### src/rtl/noc_pkg.sv
// Shared NoC definitions: default flit geometry and destination-field extraction.
package noc_pkg;

   localparam int unsigned DEF_DWIDTH = 16;
   localparam int unsigned DEF_ADDR_W = 6;
   localparam int unsigned MAX_DWIDTH = 64;

   typedef logic [MAX_DWIDTH-1:0] flit_wide_t;

   // Flit is zero-extended to MAX_DWIDTH; the result holds dest in its low addr_w bits.
   function automatic flit_wide_t dest_field(input flit_wide_t  flit,
                                             input int unsigned dwidth,
                                             input int unsigned addr_w);
      flit_wide_t mask;
      mask = (flit_wide_t'(1) << addr_w) - flit_wide_t'(1);
      return (flit >> (dwidth - addr_w)) & mask;
   endfunction

endpackage

### src/rtl/leaf_router_n_if.sv
// Valid/ready bundle for the leaf router: local NI port plus flattened spine ports.
interface leaf_router_n_if #(
   parameter int unsigned DWIDTH     = 16,
   parameter int unsigned NUM_SPINES = 4
);
   logic [DWIDTH-1:0]            local_in_data;
   logic                         local_in_valid;
   logic                         local_in_ready;
   logic [DWIDTH-1:0]            local_out_data;
   logic                         local_out_valid;
   logic                         local_out_ready;
   logic [NUM_SPINES*DWIDTH-1:0] spine_in_data;
   logic [NUM_SPINES-1:0]        spine_in_valid;
   logic [NUM_SPINES-1:0]        spine_in_ready;
   logic [NUM_SPINES*DWIDTH-1:0] spine_out_data;
   logic [NUM_SPINES-1:0]        spine_out_valid;
   logic [NUM_SPINES-1:0]        spine_out_ready;

   modport slave (
      input  local_in_data, local_in_valid, local_out_ready,
      input  spine_in_data, spine_in_valid, spine_out_ready,
      output local_in_ready, local_out_data, local_out_valid,
      output spine_in_ready, spine_out_data, spine_out_valid
   );

   modport master (
      output local_in_data, local_in_valid, local_out_ready,
      output spine_in_data, spine_in_valid, spine_out_ready,
      input  local_in_ready, local_out_data, local_out_valid,
      input  spine_in_ready, spine_out_data, spine_out_valid
   );
endinterface

### src/rtl/noc_sync_fifo.sv
// Synchronous FIFO with combinational head (no write-to-read bypass) and occupancy count.
module noc_sync_fifo
   import noc_pkg::*;
#(
   parameter  int unsigned DWIDTH     = DEF_DWIDTH,
   parameter  int unsigned FIFO_DEPTH = 4,
   localparam int unsigned AW         = $clog2(FIFO_DEPTH),
   localparam int unsigned CW         = AW + 1
) (
   input  logic              clk,
   input  logic              reset,
   input  logic              push,
   input  logic [DWIDTH-1:0] push_data,
   input  logic              pop,
   output logic [DWIDTH-1:0] pop_data,
   output logic              full,
   output logic              empty,
   output logic [CW-1:0]     count
);
   logic [DWIDTH-1:0] mem [FIFO_DEPTH];
   logic [AW-1:0]     wr_ptr, rd_ptr;
   logic              do_push, do_pop;

   always_comb begin
      full     = (count == CW'(FIFO_DEPTH));
      empty    = (count == '0);
      pop_data = mem[rd_ptr];
      do_push  = push && !full;
      do_pop   = pop && !empty;
   end

   // Pointers are exactly AW bits wide, so wrap modulo FIFO_DEPTH is free.
   always_ff @(posedge clk) begin
      if (reset) begin
         wr_ptr <= '0;
         rd_ptr <= '0;
         count  <= '0;
      end else begin
         if (do_push) begin
            mem[wr_ptr] <= push_data;
            wr_ptr      <= wr_ptr + AW'(1);
         end
         if (do_pop) begin
            rd_ptr <= rd_ptr + AW'(1);
         end
         count <= count + CW'(do_push) - CW'(do_pop);
      end
   end
endmodule

### src/rtl/leaf_router_n.sv
// Leaf router: local flits fan out to spines by dest low bits; spine flits for this
// leaf share local_out via round-robin; misrouted flits are dropped and counted.
module leaf_router_n
   import noc_pkg::*;
#(
   parameter  int unsigned DWIDTH     = DEF_DWIDTH,
   parameter  int unsigned NUM_SPINES = 4,
   parameter  int unsigned FIFO_DEPTH = 4,
   parameter  int unsigned ADDR_W     = DEF_ADDR_W,
   parameter  int unsigned ROUTER_ID  = 4,
   localparam int unsigned SW         = $clog2(NUM_SPINES)
) (
   input  logic           clk,
   input  logic           reset,
   leaf_router_n_if.slave bus,
   output logic [15:0]    drop_count,
   output logic [SW-1:0]  grant_idx
);
   localparam int unsigned NF = NUM_SPINES + 1;
   localparam int unsigned CW = $clog2(FIFO_DEPTH) + 1;

   // FIFO slot 0 is the local input; slot k+1 is spine k.
   logic [DWIDTH-1:0]     f_in_data [NF];
   logic [DWIDTH-1:0]     f_head    [NF];
   logic [CW-1:0]         f_count   [NF];
   logic [NF-1:0]         f_in_valid, f_push, f_pop, f_full, f_empty, f_ready;

   logic [DWIDTH-1:0]     lo_data, g_data;
   logic [DWIDTH-1:0]     so_data [NUM_SPINES];
   logic                  lo_valid, lo_ok, gnt, l_drop, l_go;
   logic [NUM_SPINES-1:0] so_valid, so_load, s_elig, s_drop;
   logic [SW-1:0]         rr_ptr, gnt_k, cand, l_tgt;
   logic [4:0]            n_drop;
   logic [16:0]           drop_sum;
   flit_wide_t            l_dest, s_dest;

   always_comb begin
      f_in_data[0]  = bus.local_in_data;
      f_in_valid[0] = bus.local_in_valid;
      for (int unsigned k = 0; k < NUM_SPINES; k++) begin
         f_in_data[k+1]  = bus.spine_in_data[k*DWIDTH +: DWIDTH];
         f_in_valid[k+1] = bus.spine_in_valid[k];
      end
   end

   // Ready is held low for the whole reset cycle, then tracks occupancy.
   always_comb begin
      for (int unsigned i = 0; i < NF; i++) begin
         f_ready[i] = !reset && (f_count[i] != CW'(FIFO_DEPTH));
         f_push[i]  = f_in_valid[i] && !f_full[i];
      end
      bus.local_in_ready = f_ready[0];
      bus.spine_in_ready = f_ready[NF-1:1];
   end

   for (genvar i = 0; i < NF; i++) begin : g_fifo
      noc_sync_fifo #(
         .DWIDTH     (DWIDTH),
         .FIFO_DEPTH (FIFO_DEPTH)
      ) u_fifo (
         .clk       (clk),
         .reset     (reset),
         .push      (f_push[i]),
         .push_data (f_in_data[i]),
         .pop       (f_pop[i]),
         .pop_data  (f_head[i]),
         .full      (f_full[i]),
         .empty     (f_empty[i]),
         .count     (f_count[i])
      );
   end

   always_comb begin
      l_dest  = dest_field(flit_wide_t'(f_head[0]), DWIDTH, ADDR_W);
      l_tgt   = l_dest[SW-1:0];
      l_drop  = !f_empty[0] && (l_dest == flit_wide_t'(ROUTER_ID));
      l_go    = !f_empty[0] && !l_drop
                && (!so_valid[l_tgt] || bus.spine_out_ready[l_tgt]);
      so_load = '0;
      so_load[l_tgt] = l_go;

      s_dest = '0;
      s_elig = '0;
      s_drop = '0;
      for (int unsigned k = 0; k < NUM_SPINES; k++) begin
         s_dest    = dest_field(flit_wide_t'(f_head[k+1]), DWIDTH, ADDR_W);
         s_elig[k] = !f_empty[k+1] && (s_dest == flit_wide_t'(ROUTER_ID));
         s_drop[k] = !f_empty[k+1] && (s_dest != flit_wide_t'(ROUTER_ID));
      end

      // First eligible spine scanning upward from rr_ptr, wrapping on SW bits.
      lo_ok = !lo_valid || bus.local_out_ready;
      gnt   = 1'b0;
      gnt_k = '0;
      cand  = '0;
      for (int unsigned off = 0; off < NUM_SPINES; off++) begin
         cand = rr_ptr + SW'(off);
         if (lo_ok && !gnt && s_elig[cand]) begin
            gnt   = 1'b1;
            gnt_k = cand;
         end
      end

      g_data   = '0;
      f_pop[0] = l_drop || l_go;
      n_drop   = 5'(l_drop);
      for (int unsigned k = 0; k < NUM_SPINES; k++) begin
         f_pop[k+1] = s_drop[k] || (gnt && gnt_k == SW'(k));
         if (gnt && gnt_k == SW'(k)) g_data = f_head[k+1];
         n_drop = n_drop + 5'(s_drop[k]);
      end
      drop_sum = {1'b0, drop_count} + 17'(n_drop);
   end

   always_ff @(posedge clk) begin
      if (reset) begin
         lo_data    <= '0;
         lo_valid   <= 1'b0;
         so_valid   <= '0;
         rr_ptr     <= '0;
         grant_idx  <= '0;
         drop_count <= '0;
         for (int unsigned k = 0; k < NUM_SPINES; k++) so_data[k] <= '0;
      end else begin
         if (gnt) begin
            lo_data   <= g_data;
            lo_valid  <= 1'b1;
            rr_ptr    <= gnt_k + SW'(1);
            grant_idx <= gnt_k;
         end else if (bus.local_out_ready) begin
            lo_valid <= 1'b0;
         end
         for (int unsigned k = 0; k < NUM_SPINES; k++) begin
            if (so_load[k]) begin
               so_data[k]  <= f_head[0];
               so_valid[k] <= 1'b1;
            end else if (bus.spine_out_ready[k]) begin
               so_valid[k] <= 1'b0;
            end
         end
         drop_count <= drop_sum[16] ? '1 : drop_sum[15:0];
      end
   end

   always_comb begin
      bus.local_out_data  = lo_data;
      bus.local_out_valid = lo_valid;
      bus.spine_out_valid = so_valid;
      bus.spine_out_data  = '0;
      for (int unsigned k = 0; k < NUM_SPINES; k++) begin
         bus.spine_out_data[k*DWIDTH +: DWIDTH] = so_data[k];
      end
   end
endmodule
### src/flat_wrapper.sv
// flat-port wrapper written by rule: the top's interface ports become plain ports
module leaf_router_n_flat import noc_pkg::*;
#(
   parameter  int unsigned DWIDTH     = DEF_DWIDTH,
   parameter  int unsigned NUM_SPINES = 4,
   parameter  int unsigned FIFO_DEPTH = 4,
   parameter  int unsigned ADDR_W     = DEF_ADDR_W,
   parameter  int unsigned ROUTER_ID  = 4,
   localparam int unsigned SW         = $clog2(NUM_SPINES)
)
  (clk, reset, drop_count, grant_idx, bus_local_in_data, bus_local_in_valid, bus_local_out_ready, bus_spine_in_data, bus_spine_in_valid, bus_spine_out_ready, bus_local_in_ready, bus_local_out_data, bus_local_out_valid, bus_spine_in_ready, bus_spine_out_data, bus_spine_out_valid);
  leaf_router_n_if #(.DWIDTH(DWIDTH), .NUM_SPINES(NUM_SPINES)) bus_i ();
  input  logic clk;
  input  logic reset;
  output logic [15:0] drop_count;
  output logic [SW-1:0] grant_idx;
  input wire logic [$bits(bus_i.local_in_data)-1:0] bus_local_in_data;
  input wire logic [$bits(bus_i.local_in_valid)-1:0] bus_local_in_valid;
  input wire logic [$bits(bus_i.local_out_ready)-1:0] bus_local_out_ready;
  input wire logic [$bits(bus_i.spine_in_data)-1:0] bus_spine_in_data;
  input wire logic [$bits(bus_i.spine_in_valid)-1:0] bus_spine_in_valid;
  input wire logic [$bits(bus_i.spine_out_ready)-1:0] bus_spine_out_ready;
  output wire logic [$bits(bus_i.local_in_ready)-1:0] bus_local_in_ready;
  output wire logic [$bits(bus_i.local_out_data)-1:0] bus_local_out_data;
  output wire logic [$bits(bus_i.local_out_valid)-1:0] bus_local_out_valid;
  output wire logic [$bits(bus_i.spine_in_ready)-1:0] bus_spine_in_ready;
  output wire logic [$bits(bus_i.spine_out_data)-1:0] bus_spine_out_data;
  output wire logic [$bits(bus_i.spine_out_valid)-1:0] bus_spine_out_valid;
  assign bus_i.local_in_data = bus_local_in_data;
  assign bus_i.local_in_valid = bus_local_in_valid;
  assign bus_i.local_out_ready = bus_local_out_ready;
  assign bus_i.spine_in_data = bus_spine_in_data;
  assign bus_i.spine_in_valid = bus_spine_in_valid;
  assign bus_i.spine_out_ready = bus_spine_out_ready;
  assign bus_local_in_ready = bus_i.local_in_ready;
  assign bus_local_out_data = bus_i.local_out_data;
  assign bus_local_out_valid = bus_i.local_out_valid;
  assign bus_spine_in_ready = bus_i.spine_in_ready;
  assign bus_spine_out_data = bus_i.spine_out_data;
  assign bus_spine_out_valid = bus_i.spine_out_valid;
  leaf_router_n #(.DWIDTH(DWIDTH), .NUM_SPINES(NUM_SPINES), .FIFO_DEPTH(FIFO_DEPTH), .ADDR_W(ADDR_W), .ROUTER_ID(ROUTER_ID)) u_core (.clk(clk), .reset(reset), .bus(bus_i), .drop_count(drop_count), .grant_idx(grant_idx));
endmodule
### config.mk
export PLATFORM = sky130hd
export DESIGN_NAME = leaf_router_n_flat
export DESIGN_NICKNAME = d
export VERILOG_FILES = /design/src/rtl/noc_pkg.sv /design/src/rtl/leaf_router_n_if.sv /design/src/rtl/noc_sync_fifo.sv /design/src/rtl/leaf_router_n.sv /design/src/flat_wrapper.sv
export SDC_FILE = /design/constraint.sdc
export NUM_CORES = 1
export LEC_CHECK = 0
export ABC_AREA = 1
export CAP_MARGIN = 0
export CORE_MARGIN = 5
export CORE_UTILIZATION = 40
export CTS_CLUSTER_DIAMETER = 200
export DETAILED_ROUTE_END_ITERATION = 10
export PLACE_DENSITY_LB_ADDON = 0.05
export REMOVE_ABC_BUFFERS = 1
export SLEW_MARGIN = 20
export SYNTH_ARGS = -nofsm -noshare
export SYNTH_HDL_FRONTEND = slang
export SYNTH_SLANG_ARGS = --single-unit
### constraint.sdc
create_clock -name clk -period 6.3 [get_ports clk]
set_clock_uncertainty 0.1 [all_clocks]
set_input_delay 1.26 -clock clk [delete_from_list [all_inputs] [get_ports clk]]
set_output_delay 1.26 -clock clk [all_outputs]
set_load 0.01 [all_outputs]
==> flow_summary.json <==
{
  "status": "finished, final reports clean",
  "cts_tree": "built",
  "fin_nets": 2059,
  "crit_type": "reg -> reg",
  "synth_top_family_by_area": "simple AND/OR/NAND/NOR gates",
  "postSynthCellCount": 1729,
  "avgSynthCellArea_um2": 11.3,
  "synth_area_leaders": "edfxtp_1 59%, dfxtp_1 8.8%, nand2_1 5.6%, nor2_1 4.8%, o21ai_0 3.2%",
  "fin_crit_sh_pct": 89.0,
  "synth.largest_area_cell": "edfxtp_1",
  "drive_above_1_share_pct": 7.19,
  "cap_violations": 0,
  "startpoint_type": "flop",
  "path_max_fanout": 30,
  "drt_iter0_markers": 976,
  "cpMostUsedCell": "inv_1",
  "ys_ff_latch": 470,
  "synth-seq-area-share_pct": 68.1,
  "synth-adder-area-share_pct": 3.33,
  "timing.fmax_ghz": 0.178,
  "postCtsSetupBuffers": 0,
  "final-setup-viol-count": 0,
  "grt_max_degree": 49,
  "place.gp.congestion": 0.819,
  "ys_types": 47,
  "routed_wl_um": 49500,
  "irDropWorstVdd_mv": 0.268,
  "synth-compound-area-share_pct": 8.53,
  "postRouteAntennaNets": 0,
  "slowest_delay_ps": 660,
  "finalHoldViolCount": 0,
  "cts_hold_buf": 0,
  "slew_viol_final": 0,
  "end_kind": "flop",
  "rows": 80,
  "grt_pass1_vias": 12700,
  "routed-via-count": 12900,
  "drc": 0,
  "ys.flop_type": "edfxtp_1",
  "num-fill-cells": 4269,
  "dpl_cell_area_um2": 22000,
  "syn2layout_area_growth_pct": 21.4,
  "cts_made_buffers": 51,
  "fin_tns_setup_ps": 0,
  "async_flop_share_pct": 0,
  "cts_resized": 0,
  "required_ps": 6720,
  "min_path_type": "reg -> reg",
  "die_w_um": 231,
  "critPathArrivalTime_ps": 6030,
  "synth.area.mux_share_pct": 0,
  "viasPerCell": 5.02,
  "power.leakage_nw": 8.75,
  "num_io_pins": 200,
  "synth_top_area_share_pct": 59.3,
  "first_pass_iters": 6,
  "synth_enable_flop_cells": 384,
  "wl_per_cell_um": 19.2,
  "yosys_warnings": 0,
  "tightest_slew_ps": 1050,
  "grtUsageTotal_pct": 18.3,
  "rsz0062_at_grt": "false",
  "htreeDepth": 2,
  "cp_slowest_cell": "inv_1",
  "postLayoutCellArea_um2": 23600,
  "clk_pin_slew_ps": 60,
  "yosysMostFrequentCell": "edfxtp_1",
  "synth-simple-area-share_pct": 14.2,
  "r2r_slack_ps": 690,
  "die-area_um2": 53200,
  "dp.cells": 2482,
  "antenna_found_initial": 0,
  "synth_area_um2": 19500,
  "synth-xor-area-share_pct": 0.855,
  "p_per_area_nw_per_um2": 477,
  "numClockSinks": 470,
  "start_util_pct": 40.6,
  "core_area_um2": 47900,
  "num_antenna_cells": 0,
  "portBuffers": 199,
  "instances_no_fill": 2576,
  "grt-ovfl-total": 0,
  "ys_top_cells_by_count": "384 x edfxtp_1, 288 x nand2_1, 248 x nor2_1, 135 x inv_1, 126 x o21ai_0",
  "clockBufferDepth": 3,
  "cts_root_buf": "clkbuf_16",
  "fin_crit_ps": 5610,
  "maxSlewHeadroom_pct": 29.9,
  "cp_cell_sequence": "inv_1 > o21ai_0 > o22ai_1 > inv_1 > nor4_1 > inv_1 > nor2_1 > ha_1 > fa_1 > ha_1 > fa_1 > fa_1 > a21oi_1 > nor3_1 > nand3_1 > inv_1 > nand3_1 > nor2_1 > clkinv_1 > o41ai_1 > o21ai_0 > inv_1",
  "clk_latency_ps": 590,
  "grt_pass1_wl_um": 75800,
  "hpwlAfterDp_um": 33500,
  "fp.dieH_um": 231
}
## per-stage QoR
| stage | hold WS (ps) | total power [mW] | setup slack (ps) | util, % |
|---|---|---|---|---|
| 2_1_floorplan | 340 | 6.63 | 996 | - |
| 3_3_place_gp | 376 | 8.44 | 862 | 45.9 |
| 3_5_place_dp | 380 | 8.47 | 622 | 45.9 |
| 4_1_cts | 390 | 11.4 | 585 | 49.3 |
| 5_1_grt | 423 | 12.0 | 141 | 49.3 |
| 6_report | 388 | 11.3 | 694 | 49.3 |
## worst max-delay path, delay by kind of cell, from the launching register on
kind,cells,cell delay [ps]
DFF,1,320
buffers and inverters,6,1380
and+or+nand+nor,6,1270
adders and majority gates,5,1690
AOI/OAI and AO/OA,5,750
## cells by family after synthesis
kind of cell / count (synthesis)
simple gates: 681
compound gates: 282
flops: 470
buf+inv: 229
fa+ha+maj: 47
other cells: 1
xor+xnor: 19
## state kept, by name, summed over array words and instances, names as in the netlist, named ones only
name                         flops
u_core.g_fifo.u_fifo.wr_ptr     10
u_core.g_fifo.u_fifo.mem       320
u_core.drop_count               16
u_core.g_fifo.u_fifo.rd_ptr     10
u_core.g_fifo.u_fifo.count      15
u_core.bus.spine_out_valid       4
u_core.rr_ptr                    2
u_core.grant_idx                 2
u_core.bus.local_out_valid       1
u_core.so_data                  64
u_core.bus.local_out_data       16
## cells in the final DEF (no fill, tap or decap), types with 4 or more instances in the layout
cell type,Yosys,routed
clkdlybuf4s50_1,0,198
fa_1,8,8
conb_1,1,4
buf_4,2,16
nand2_2,5,5
a21oi_1,80,80
clkbuf_16,0,51
nand2_1,288,288
ha_1,39,39
o22ai_1,23,23
clkinvlp_4,0,6
o221ai_1,9,9
nor3_1,10,10
edfxtp_1,384,384
dfxtp_1,86,86
o21ai_1,2,4
xor2_1,4,4
inv_2,12,13
a31oi_1,7,7
nand3_1,113,113
clkinv_1,2,11
nand4_1,13,13
nor2_2,1,21
xnor2_1,15,15
o21ai_0,126,124
bufinv_16,0,5
clkbuf_1,41,8
inv_1,135,134
a32o_1,12,12
clkinv_2,0,9
nor2_1,248,228
## worst paths after layout
check | cells after the start | to | start
setup / recovery | 22 | u_core.drop_count[13]$_SDFF_PP0_ | flop
hold / removal | 2 | u_core.g_fifo[0].u_fifo.rd_ptr[1]$_SDFFE_PP0P_ | u_core.g_fifo[0].u_fifo.rd_ptr[1]$_SDFFE_PP0P_
setup reg to reg | 22 | u_core.drop_count[13]$_SDFF_PP0_ | flop
hold reg to reg | 2 | u_core.g_fifo[0].u_fifo.rd_ptr[1]$_SDFFE_PP0P_ | u_core.g_fifo[0].u_fifo.rd_ptr[1]$_SDFFE_PP0P_
## routing by layer
layer	share of wire, %	vias to the layer above	GRT usage (%)	wire (um)
li1	-	6364	-	-
met2	46	341	29.3	22800
met5	0	-	0	0
met1	46	6151	25.7	22500
met4	3.0	0	5.75	1480
met3	5.3	81	3.37	2620
## area by class of cell
type                            count  area (um^2)  share of cell area (%)
Clock buffer                       59         1310                    5.53
Clock inverter                     35          327                    1.38
Inverter                          149          559                    2.37
Multi-Input combinational cell   1033         5300                    22.4
Sequential cell                   470        13300                    56.1
Tap cell                          615          769                    3.26
Timing Repair Buffer              215         2110                    8.92
## where the power goes
| group | leakage, nW | total, mW | switching, mW | internal, mW |
|---|---|---|---|---|
| clock | 0.785 | 2.92 | 1.22 | 1.70 |
| combinational | 3.68 | 4.26 | 2.83 | 1.42 |
| sequential | 4.28 | 4.09 | 0.234 | 3.85 |
| total | 8.75 | 11.3 | 4.29 | 6.97 |
No activity file was read; power rests on OpenSTA's default activity.
